--- src/rtl/intensity_stream_source.sv ---
// -----------------------------------------------------------------------------
// intensity_stream_source
//
// Upstream producer for the silencer intensity interpolator. Each accepted
// update tick reads DEPTH+1 target intensities from a double-banked BRAM and
// emits them as one gap-free burst. DOUT_VALID marks word 0 only. Words
// 1..DEPTH follow on consecutive cycles.
//
// Timing, with the tick accepted at edge t:
//   - ADDR index k is presented after edge t+1+k.
//   - Word k is registered onto INTENSITY at edge t+2+READ_LATENCY+k.
//   - BUSY drops one cycle after word DEPTH has been output.
//
// Optional feature, enabled with the macro INTENSITY_SOURCE_FORCE_ZERO_EN:
//   - Adds input FORCE_ZERO, which is latched with an accepted tick.
//   - A latched 1 replaces every word of that burst with 0. ADDR sequencing
//     and timing do not change.
//
// Parameters:
//   DEPTH         index of the last element; burst length is DEPTH+1 words
//   READ_LATENCY  BRAM read latency in cycles (1..3), from ADDR to RDATA
//
// Ports:
//   CLK             system clock
//   RST_N           asynchronous active-low reset
//   UPDATE_TICK     one-cycle request to start a burst
//   BANK_SEL        BRAM bank to read, latched with an accepted tick
//   UPDATE_RATE_IN  silencer step limit, latched with an accepted tick
//   FORCE_ZERO      (optional) zero the whole burst, latched with the tick
//   ADDR            BRAM read address {bank, index}
//   RDATA           BRAM read data, READ_LATENCY cycles after ADDR
//   INTENSITY       streamed intensity word
//   DOUT_VALID      high only in the cycle carrying word 0
//   UPDATE_RATE     rate latched for the current burst
//   BUSY            high from tick acceptance through the last output word
//   OVERRUN_CNT     ticks dropped while busy; saturates at 255
// -----------------------------------------------------------------------------
module intensity_stream_source #(
  parameter  int DEPTH        = 249,
  parameter  int READ_LATENCY = 1,
  localparam int IW           = $clog2(DEPTH + 1),
  localparam int AW           = IW + 1
) (
  input  logic          CLK,
  input  logic          RST_N,
  input  logic          UPDATE_TICK,
  input  logic          BANK_SEL,
  input  logic [15:0]   UPDATE_RATE_IN,
`ifdef INTENSITY_SOURCE_FORCE_ZERO_EN
  input  logic          FORCE_ZERO,
`endif
  output logic [AW-1:0] ADDR,
  input  logic [15:0]   RDATA,
  output logic [15:0]   INTENSITY,
  output logic          DOUT_VALID,
  output logic [15:0]   UPDATE_RATE,
  output logic          BUSY,
  output logic [7:0]    OVERRUN_CNT
);

  localparam logic [1:0]    IDLE     = 2'd0;
  localparam logic [1:0]    ISSUE    = 2'd1;
  localparam logic [1:0]    DRAIN    = 2'd2;
  localparam logic [IW-1:0] LAST_IDX = IW'(DEPTH);

  logic [1:0]              state_q,      state_d;
  logic [IW-1:0]           idx_q,        idx_d;
  logic                    bank_q,       bank_d;
  logic [15:0]             rate_q,       rate_d;
  logic                    force_q,      force_d;
  logic [AW-1:0]           addr_q,       addr_d;
  logic                    addr_vld_q,   addr_vld_d;
  logic                    addr_first_q, addr_first_d;
  logic [READ_LATENCY-1:0] vld_pipe_q,   vld_pipe_d;
  logic [READ_LATENCY-1:0] first_pipe_q, first_pipe_d;
  logic [15:0]             intensity_q,  intensity_d;
  logic                    dout_valid_q, dout_valid_d;
  logic                    busy_q,       busy_d;
  logic [7:0]              overrun_q,    overrun_d;

  // Flags for the word whose address is on ADDR (addr_vld_q, addr_first_q)
  // travel down a READ_LATENCY-deep shift register. The last stage lines up
  // with the matching RDATA, so no counter compare is needed.
  genvar gi;
  generate
    for (gi = 0; gi < READ_LATENCY; gi++) begin : g_align
      if (gi == 0) begin : g_head
        assign vld_pipe_d[gi]   = addr_vld_q;
        assign first_pipe_d[gi] = addr_first_q;
      end else begin : g_tail
        assign vld_pipe_d[gi]   = vld_pipe_q[gi-1];
        assign first_pipe_d[gi] = first_pipe_q[gi-1];
      end
    end
  endgenerate

  always_comb begin
    state_d      = state_q;
    idx_d        = idx_q;
    bank_d       = bank_q;
    rate_d       = rate_q;
    force_d      = force_q;
    addr_d       = addr_q;
    addr_vld_d   = 1'b0;
    addr_first_d = 1'b0;
    intensity_d  = intensity_q;
    dout_valid_d = 1'b0;
    busy_d       = busy_q;
    overrun_d    = overrun_q;

    case (state_q)
      IDLE: begin
        if (UPDATE_TICK) begin
          state_d = ISSUE;
          idx_d   = '0;
          bank_d  = BANK_SEL;
          rate_d  = UPDATE_RATE_IN;
`ifdef INTENSITY_SOURCE_FORCE_ZERO_EN
          force_d = FORCE_ZERO;
`else
          force_d = 1'b0;
`endif
          busy_d  = 1'b1;
        end
      end
      ISSUE: begin
        addr_d       = {bank_q, idx_q};
        addr_vld_d   = 1'b1;
        addr_first_d = (idx_q == '0);
        if (idx_q == LAST_IDX) begin
          state_d = DRAIN;
          idx_d   = '0;
        end else begin
          idx_d = idx_q + IW'(1);
        end
      end
      DRAIN: begin
        // Once every alignment flag has cleared, the last word was captured
        // at the previous edge. BUSY therefore falls one cycle after it.
        if (!addr_vld_q && (vld_pipe_q == '0)) begin
          state_d = IDLE;
          busy_d  = 1'b0;
        end
      end
      default: begin
        state_d = IDLE;
        busy_d  = 1'b0;
      end
    endcase

    // A tick seen in any non-idle state is dropped. This includes the
    // final DRAIN cycle, where BUSY is about to fall.
    if (UPDATE_TICK && (state_q != IDLE) && (overrun_q != 8'hFF)) begin
      overrun_d = overrun_q + 8'd1;
    end

    if (vld_pipe_q[READ_LATENCY-1]) begin
      intensity_d  = force_q ? 16'h0000 : RDATA;
      dout_valid_d = first_pipe_q[READ_LATENCY-1];
    end
  end

  always_ff @(posedge CLK or negedge RST_N) begin
    if (!RST_N) begin
      state_q      <= IDLE;
      idx_q        <= '0;
      bank_q       <= 1'b0;
      rate_q       <= '0;
      force_q      <= 1'b0;
      addr_q       <= '0;
      addr_vld_q   <= 1'b0;
      addr_first_q <= 1'b0;
      vld_pipe_q   <= '0;
      first_pipe_q <= '0;
      intensity_q  <= '0;
      dout_valid_q <= 1'b0;
      busy_q       <= 1'b0;
      overrun_q    <= '0;
    end else begin
      state_q      <= state_d;
      idx_q        <= idx_d;
      bank_q       <= bank_d;
      rate_q       <= rate_d;
      force_q      <= force_d;
      addr_q       <= addr_d;
      addr_vld_q   <= addr_vld_d;
      addr_first_q <= addr_first_d;
      vld_pipe_q   <= vld_pipe_d;
      first_pipe_q <= first_pipe_d;
      intensity_q  <= intensity_d;
      dout_valid_q <= dout_valid_d;
      busy_q       <= busy_d;
      overrun_q    <= overrun_d;
    end
  end

  assign ADDR        = addr_q;
  assign INTENSITY   = intensity_q;
  assign DOUT_VALID  = dout_valid_q;
  assign UPDATE_RATE = rate_q;
  assign BUSY        = busy_q;
  assign OVERRUN_CNT = overrun_q;

endmodule

--- config.mk ---
export PLATFORM = sky130hd
export DESIGN_NAME = intensity_stream_source
export DESIGN_NICKNAME = d
export VERILOG_FILES = /design/src/rtl/intensity_stream_source.sv
export SDC_FILE = /design/constraint.sdc
export NUM_CORES = 1
export LEC_CHECK = 0
export CAP_MARGIN = 20
export CORE_MARGIN = 3
export CORE_UTILIZATION = 45
export CTS_BUF_LIST = sky130_fd_sc_hd__clkbuf_4 sky130_fd_sc_hd__clkbuf_8
export DETAILED_ROUTE_END_ITERATION = 8
export PLACE_DENSITY = 0.78
export REMOVE_ABC_BUFFERS = 1
export SLEW_MARGIN = 5
export SYNTH_ARGS = -nofsm -noshare
export SYNTH_HDL_FRONTEND = slang
export SYNTH_SLANG_ARGS = --single-unit
--- constraint.sdc ---
create_clock -name CLK -period 1.98 [get_ports CLK]
set_input_delay 0.594 -clock CLK [delete_from_list [all_inputs] [get_ports CLK]]
set_output_delay 0.594 -clock CLK [all_outputs]
set_load 0.02 [all_outputs]
## Word level (Yosys, flattened, before mapping)

Cells that the tools add are included.
W data, S select, Z words.

- Output and inout port bits: 51
- Logic and storage cells: 49
- Input port bits: 36
- Bits in registers: 66

- Add/sub/neg operators: 2
- Eq/ne operators: 7
- Reduce and logical (&&, ||, !) cells: 12
- Multiplexer cells: 13
- Bitwise operators: 2

Operators with widths:

| kind | number |
|---|---|
| $add A8 B1 Y8 const B | 2 |
| $mux W8 | 2 |
| $pmux W8 S2 | 1 |
| $eq A8 B8 Y1 const B | 1 |
| $logic_not A8 Y1 | 1 |
| $ne A8 B8 Y1 const B | 1 |
| $mux W2 | 3 |
| $ne A2 B2 Y1 const B | 3 |
| $pmux W2 S3 | 1 |
| $reduce_and A3 Y1 | 2 |
| $mux W1 | 5 |
| $reduce_and A2 Y1 | 2 |
| $reduce_bool A2 Y1 | 2 |
| $logic_and A1 B1 Y1 | 3 |
| $pmux W1 S3 | 1 |
| $eq A2 B1 Y1 const B | 1 |
| $eq A2 B2 Y1 const B | 1 |
| $logic_not A2 Y1 | 1 |
| $not A1 Y1 | 2 |
| $logic_not A1 Y1 | 1 |

## Logic depth before layout (Yosys ltp)

Gate-level depths: netlist of run 1.

- Depth after elaboration: 4
- Depth in mapped cells: 6
- Mapped depth without buffers: 6

## Worst setup path before layout of run 1

Ideal clock, no wire load.

- Path type: flip-flop to flip-flop
- Start: reg overrun_q[0], in the netlist OVERRUN_CNT[0]
- End: reg overrun_q[1], in the netlist OVERRUN_CNT[1]
- Setup time: 0.125 ns
- Cell stages (with the launch flop): 5
- Data arrival time: 1.518 ns
- Path buffers: 0
- Setup slack: 0.337 ns
- Period minus slack after synthesis: 1.643 ns
- Data required time: 1.855 ns
- Cell sequence: dfrtp_1 -> ha_1 -> and3_1 -> a31oi_4 -> mux2_2

- Longest elaborated chain between the ends: 2
- Elaborated cells on any way between the ends: 3
- Those cells by class: 1 x add/sub; 1 x eq/ne; 1 x reduce/logical

Ends and longest elaborated chain:

| what | RTL line | text |
|---|---|---|
| from (decl) | 79 | `logic [7:0] overrun_q, overrun_d;` |
| from (signal assigned) | 193 | `overrun_q <= overrun_d;` |
| branches (longest 2 deep; another with $add A8 B1 Y8) | -- |  |

Parallel ways; which one is timed is not known.
A chain may end at the register's enable or synchronous reset.

## Worst setup path after layout of run 1

- Start: reg rate_q[1], in the netlist UPDATE_RATE[1]
- End: out UPDATE_RATE[1]

RTL lines:

| what | RTL line | text |
|---|---|---|
| from (decl) | 69 | `logic [15:0] rate_q, rate_d;` |
| from (signal assigned) | 183 | `rate_q <= rate_d;` |
| to (decl) | 56 | `output logic [15:0] UPDATE_RATE,` |

No word-level cell between the ends.

==> impl_metrics.tcl, run 1 <==
set metrics [dict create \
    drtPass1Iterations 4 \
    clock_latency_ns 0.34 \
    critPathBufInv 1 \
    internal_power_mw 2.508 \
    yosys_warnings 0 \
    synth_top_area_cell "dfrtp_1" \
    r2r_slack_ns 0.38 \
    fmax_mhz 518.5 \
    numCtsBuffers 9 \
    comb_power_share_pct 16.8 \
    setup_viol 0 \
    area_delta_synth_final_pct 43.67 \
    grt_pass1_vias 1993 \
    dpl_cell_area_sq_um 3680 \
    async_flop_share_pct 100.0 \
    h-tree-depth 3 \
    synth_top_area_share_pct 60.75 \
    p_leak_nw 1.772 \
    vias 1946 \
    cts_tree "yes" \
    worstSetupEndpointType "output port" \
    dieWidth_um 83.73 \
    diodes 0 \
    fin_util_pct 68.83 \
    wl_mm 5.779 \
    worst-path-max-fanout 2 \
    power_frac_seq_pct 45.9 \
    required_ns 1.39 \
    post-route-min-period_ns 1.929 \
    grt.total_usage_pct 17.97 \
    setup_ws_ns 0.05137 \
    max_stage_delay_ns 0.64 \
    grt_max_degree 52 \
    grt_overflow_total 0 \
    slew-limit-headroom_pct 50.31 \
    drt_iter0_drc 77 \
    start_kind "flip-flop" \
    gp_congestion 0.8278 \
    port_buffers 86 \
    powerDensity_nw_per_um2 863.5 \
    holdCritPathClass "in2async" \
    synth_common_cells "66 x dfrtp_1, 33 x nand2_1, 24 x mux2_2, 10 x mux2_4, 10 x o21ai_0" \
    arrival_ns 1.33 \
    worst_pin_slew_ns 0.7453 \
    finalCritPeriodShare_pct 97.41 \
    via_per_inst 5.121 \
    ys_seq_elements 66 \
    synth_edf_count 0 \
    ys_seq_area_share_pct 60.75 \
    cts.sinks 66 \
    ant_nets 0 \
    outcome "finished clean" \
    path_clk_slew_ns 0.07 \
    grt_setup_unrepaired "false" \
    critPathKind "reg2out" \
    root_buffer "clkbuf_8" \
    core_region_area_sq_um 5675 \
    final_area_sq_um 3906 \
    hpwl_mm 4.050 \
    grt_first_pass_wirelength_mm 9.901 \
    ios 87 \
    start_util_pct 47.91 \
    drc 0 \
    switchingPower_mw 0.8652 \
    synthTopCellsByArea "dfrtp_1 61%, mux2_2 9.9%, mux2_4 5.5%" \
    netlist_area_sq_um 2719 \
    syn-mean-instance-area_sq_um 13.13 \
    cts_max_path_buffers 2 \
    nets 343 \
    slew_violations 0 \
    wl_per_cell_um 15.21 \
    syn_inst 207 \
    finClkSkew_ns 0.006513 \
    die_h_um 83.73 \
    cp_slowest_cell "clkdlybuf4s50_1" \
    crit_family "buffers and inverters" \
    maxCapViolCount 0 \
    die_area_sq_um 7011 \
    antenna_found_initial 0 \
    peakVddDrop_uv 593.5 \
    hold_viol 0 \
    ys.flop_type "dfrtp_1" \
    rows 27 \
    fin_hold_ws_ns 0.1597 \
    clockPowerShare_pct 37.3 \
    cp_cell_sequence "clkdlybuf4s50_1" \
    dpl_worst_slack_ns -0.05128 \
    layout-drive-gt1-share_pct 20.13 \
    yosysMostFrequentCell "dfrtp_1" \
    synth_cell_type_count 36 \
    cts-hold-fix-buffers 0 \
    p_sw_share_pct 25.65 \
]
cell type report:
cell class	count	area, sq um
fillers	424	1769
flip-flops and latches	66	1652
multi-input cells	130	997.2
repair buffers	92	929.6
clock buffers	11	145.1
well taps	72	90.09
clock inverters	5	77.57
inverters	4	15.01
cells in the final DEF (no fill, tap or decap), types with 2 or more instances in the layout:
cell type        instances
a21oi_1                  6
a31oi_1                  4
and3_1                   3
buf_12                   2
buf_4                    4
bufinv_16                2
clkbuf_8                10
clkdlybuf4s50_1         76
clkinv_2                 2
dfrtp_1                 66
dlygate4sd2_1            5
dlymetal6s2s_1           4
ha_1                     4
inv_1                    3
mux2_2                  24
mux2_4                  10
nand2_1                 33
nand3_1                  3
nand3b_1                 2
nand4_1                  3
nor2_1                   4
o21ai_0                 10
o31ai_1                  2
xnor2_1                  6
xor2_1                   3
stage by stage:
stage | TNS, ns | std cells | total power, mW
2_1_floorplan | 0 | 200 | 1.833
3_3_place_gp | -0.06357 | 364 | 2.172
3_5_place_dp | -0.2511 | 364 | 2.185
4_1_cts | 0 | 380 | 3.425
5_1_grt | 0 | 380 | 3.527
6_report | 0 | 380 | 3.373
power by group through the flow:
| stage | clock (mW) | combinational (mW) | sequential (mW) |
|---|---|---|---|
| detailed placement | 0 | 0.611 | 1.57 |
| finish | 1.26 | 0.567 | 1.55 |
| global route | 1.35 | 0.610 | 1.57 |
| global placement | 0 | 0.597 | 1.58 |
| CTS | 1.29 | 0.584 | 1.55 |
| floorplan | 0 | 0.145 | 1.69 |
kinds of logic (layout without fill, tap and decap cells):
group / after synthesis / after routing / synth area share (%)
fa+ha+maj: 4 / 4 / 1.841
buf+inv: 11 / 112 / 2.576
xor+xnor: 9 / 9 / 2.899
flops: 66 / 66 / 60.75
mux: 34 / 34 / 15.46
compound gates: 28 / 28 / 6.673
simple gates: 55 / 55 / 9.803
registers in the layout, indices dropped and copies added (netlist names), 2 cells and up:
name,cells
OVERRUN_CNT,8
INTENSITY,16
UPDATE_RATE,16
idx_q,8
ADDR,9
state_q,2
per-layer routing:
| metal | GRT usage, % | up-vias | share of wire, % | routed length (um) |
|---|---|---|---|---|
| met1 | 24.95 | 951 | 48 | 2756 |
| met3 | 6.515 | 6 | 6.7 | 387 |
| met4 | 5.702 | 0 | 1.2 | 70 |
| met5 | 0 | - | 0 | 0 |
| met2 | 26.32 | 74 | 44 | 2565 |
| li1 | - | 915 | - | - |
repair_timing:
action	CTS	global route
setup buffers	0	0
resized for setup	5	4
setup endpoints to repair	5	4
path summary, 6_finish.rpt:
kind | from | endpoint | cells past startpoint
min | RST_N | INTENSITY[0]$_DFFE_PN0P_ | 1
max | UPDATE_RATE[1]$_DFFE_PN0P_ | UPDATE_RATE[1] | 1
min in group CLK | addr_first_q$_DFF_PN0_ | first_pipe_q$_DFF_PN0_ | 0
max reg2reg | OVERRUN_CNT[0]$_DFFE_PN0P_ | OVERRUN_CNT[1]$_DFFE_PN0P_ | 4
min reg2reg | addr_first_q$_DFF_PN0_ | first_pipe_q$_DFF_PN0_ | 0
max in group asynchronous | RST_N | idx_q[7]$_DFFE_PN0P_ | 2
No activity file was read; power rests on OpenSTA's default activity.
==> run 2, diff against run 1 <==
--- a/config.mk
+++ b/config.mk
@@ -10,6 +10,7 @@
 export CORE_UTILIZATION = 45
 export CTS_BUF_LIST = sky130_fd_sc_hd__clkbuf_4 sky130_fd_sc_hd__clkbuf_8
 export DETAILED_ROUTE_END_ITERATION = 8
+export GPL_TIMING_DRIVEN = 0
 export PLACE_DENSITY = 0.78
 export REMOVE_ABC_BUFFERS = 1
 export SLEW_MARGIN = 5
==> run 2 against run 1 <==
  * Register-to-register slack got worse by 0.13 ns
  * Wire length shrank 2.1%
  * Sequential share of layout area increased by 0.31 points
  * Combinational power hardly changed
  * Largest cell class unchanged
==> impl_metrics.tcl, run 2 (synthesis results as in run 1) <==
set metrics [dict create \
    outcome "finished clean" \
    max_stage_delay_ns 0.62 \
    r2r_slack_ns 0.25 \
    numCtsBuffers 9 \
    powerDensity_nw_per_um2 877.8 \
    grt_pass1_vias 1901 \
    drtPass1Iterations 4 \
    nets 338 \
    clock_latency_ns 0.34 \
    layout-drive-gt1-share_pct 19.47 \
    finClkSkew_ns 0.009824 \
    peakVddDrop_uv 623.5 \
    cts_tree "yes" \
    hpwl_mm 4.003 \
    required_ns 1.39 \
    wl_mm 5.657 \
    critPathLaunch "OVERRUN_CNT[6]$_DFFE_PN0P_" \
    core_region_area_sq_um 5675 \
    fin_util_pct 68.32 \
    root_buffer "clkbuf_8" \
    dpl_worst_slack_ns -0.6556 \
    start_kind "flip-flop" \
    area_delta_synth_final_pct 42.61 \
    setup_viol 0 \
    total_power_mw 3.404 \
    fmax_mhz 520.3 \
    drt_iter0_drc 69 \
    crit_family "buffers and inverters" \
    critPathBufInv 1 \
    nFillCells 422 \
    vias 1892 \
    via_per_inst 5.045 \
    reg2reg_from "state_q[1]$_DFFE_PN0P_" \
    cts.sinks 66 \
    drc 0 \
    grt_overflow_total 0 \
    grt_max_degree 67 \
    start_util_pct 47.91 \
    dieWidth_um 83.73 \
    rows 27 \
    die_area_sq_um 7011 \
    port_buffers 86 \
    setup_ws_ns 0.05807 \
    reg2reg_to "idx_q[2]$_DFFE_PN0P_" \
    cts_max_path_buffers 2 \
    die_h_um 83.73 \
    grt_first_pass_wirelength_mm 9.722 \
    post-route-min-period_ns 1.922 \
    grt_setup_unrepaired "false" \
    r2r_cells 6 \
    path_clk_slew_ns 0.07 \
    diodes 0 \
    cp_slowest_cell "clkdlybuf4s50_1" \
    ios 87 \
    wl_per_cell_um 15.09 \
    p_leak_nw 1.733 \
    holdCritPathClass "in2async" \
    h-tree-depth 3 \
    slew_violations 0 \
    grt.total_usage_pct 17.53 \
    cp_cell_sequence "clkdlybuf4s50_1" \
    final_cell_mix "78 x clkdlybuf4s50_1, 66 x dfrtp_1, 32 x nand2_1" \
    final_common_cell "clkdlybuf4s50_1" \
    maxCapViolCount 0 \
    ant_nets 0 \
    worst-path-max-fanout 3 \
    arrival_ns 1.33 \
    hold_viol 0 \
    worstSetupEndpointType "output port" \
    slew-limit-headroom_pct 46.79 \
    finalCritPeriodShare_pct 97.07 \
    cts-hold-fix-buffers 0 \
    worst_pin_slew_ns 0.7981 \
    gp_congestion 0.7785 \
    critPathKind "reg2out" \
    antenna_found_initial 0 \
]
## run 2: timing repair
| action | 4_1_cts | 5_1_grt |
|---|---|---|
| hold endpoints to repair | 0 | 0 |
| setup buffers | 1 | 0 |
| resized for setup | 3 | 6 |
| setup endpoints to repair | 20 | 10 |
## run 2: through the flow
step,hold slack (ns),cells,instance area (sq um),setup TNS [ns]
floorplan,0.2984,200,2664,0
global placement,0.3382,358,3615,-132.90
detailed placement,0.3347,358,3612,-10.58
CTS,0.3492,375,3861,0
global route,0.3582,375,3877,0
finish,0.3377,375,3877,0
## run 2: worst max path at each step
stage | cells past startpoint | endpoint
after floorplan | 2 | UPDATE_RATE[0]$_DFFE_PN0P_
after global placement | 1 | ADDR[5]$_DFFE_PN0P_
after detailed placement | 3 | UPDATE_RATE[0]$_DFFE_PN0P_
after CTS | 1 | OVERRUN_CNT[2]
after global routing | 1 | OVERRUN_CNT[6]
final | 1 | OVERRUN_CNT[6]
## run 2: cell type report
cell class	count	area (sq um)	share of cell area [%]
Sequential cell	66	1652	42.59
Multi-Input combinational cell	130	999.7	25.78
Timing Repair Buffer	87	884.6	22.81
Clock buffer	12	158.9	4.098
Tap cell	72	90.09	2.323
Clock inverter	4	73.82	1.904
Inverter	4	18.77	0.4840
## run 2: routing by layer
metal / GRT usage [%] / vias up / routed length, um
met5: 0 / - / 0
met4: 8.333 / 0 / 107
met3: 4.146 / 11 / 392
met2: 26.32 / 78 / 2575
met1: 24.00 / 902 / 2581
li1: - / 901 / -
## run 2: where the power goes
part	internal [mW]	leakage (nW)	switching, mW	total [mW]
Clock	0.792	0.120	0.500	1.29
Sequential	1.45	0.794	0.0920	1.54
Combinational	0.306	0.819	0.261	0.567
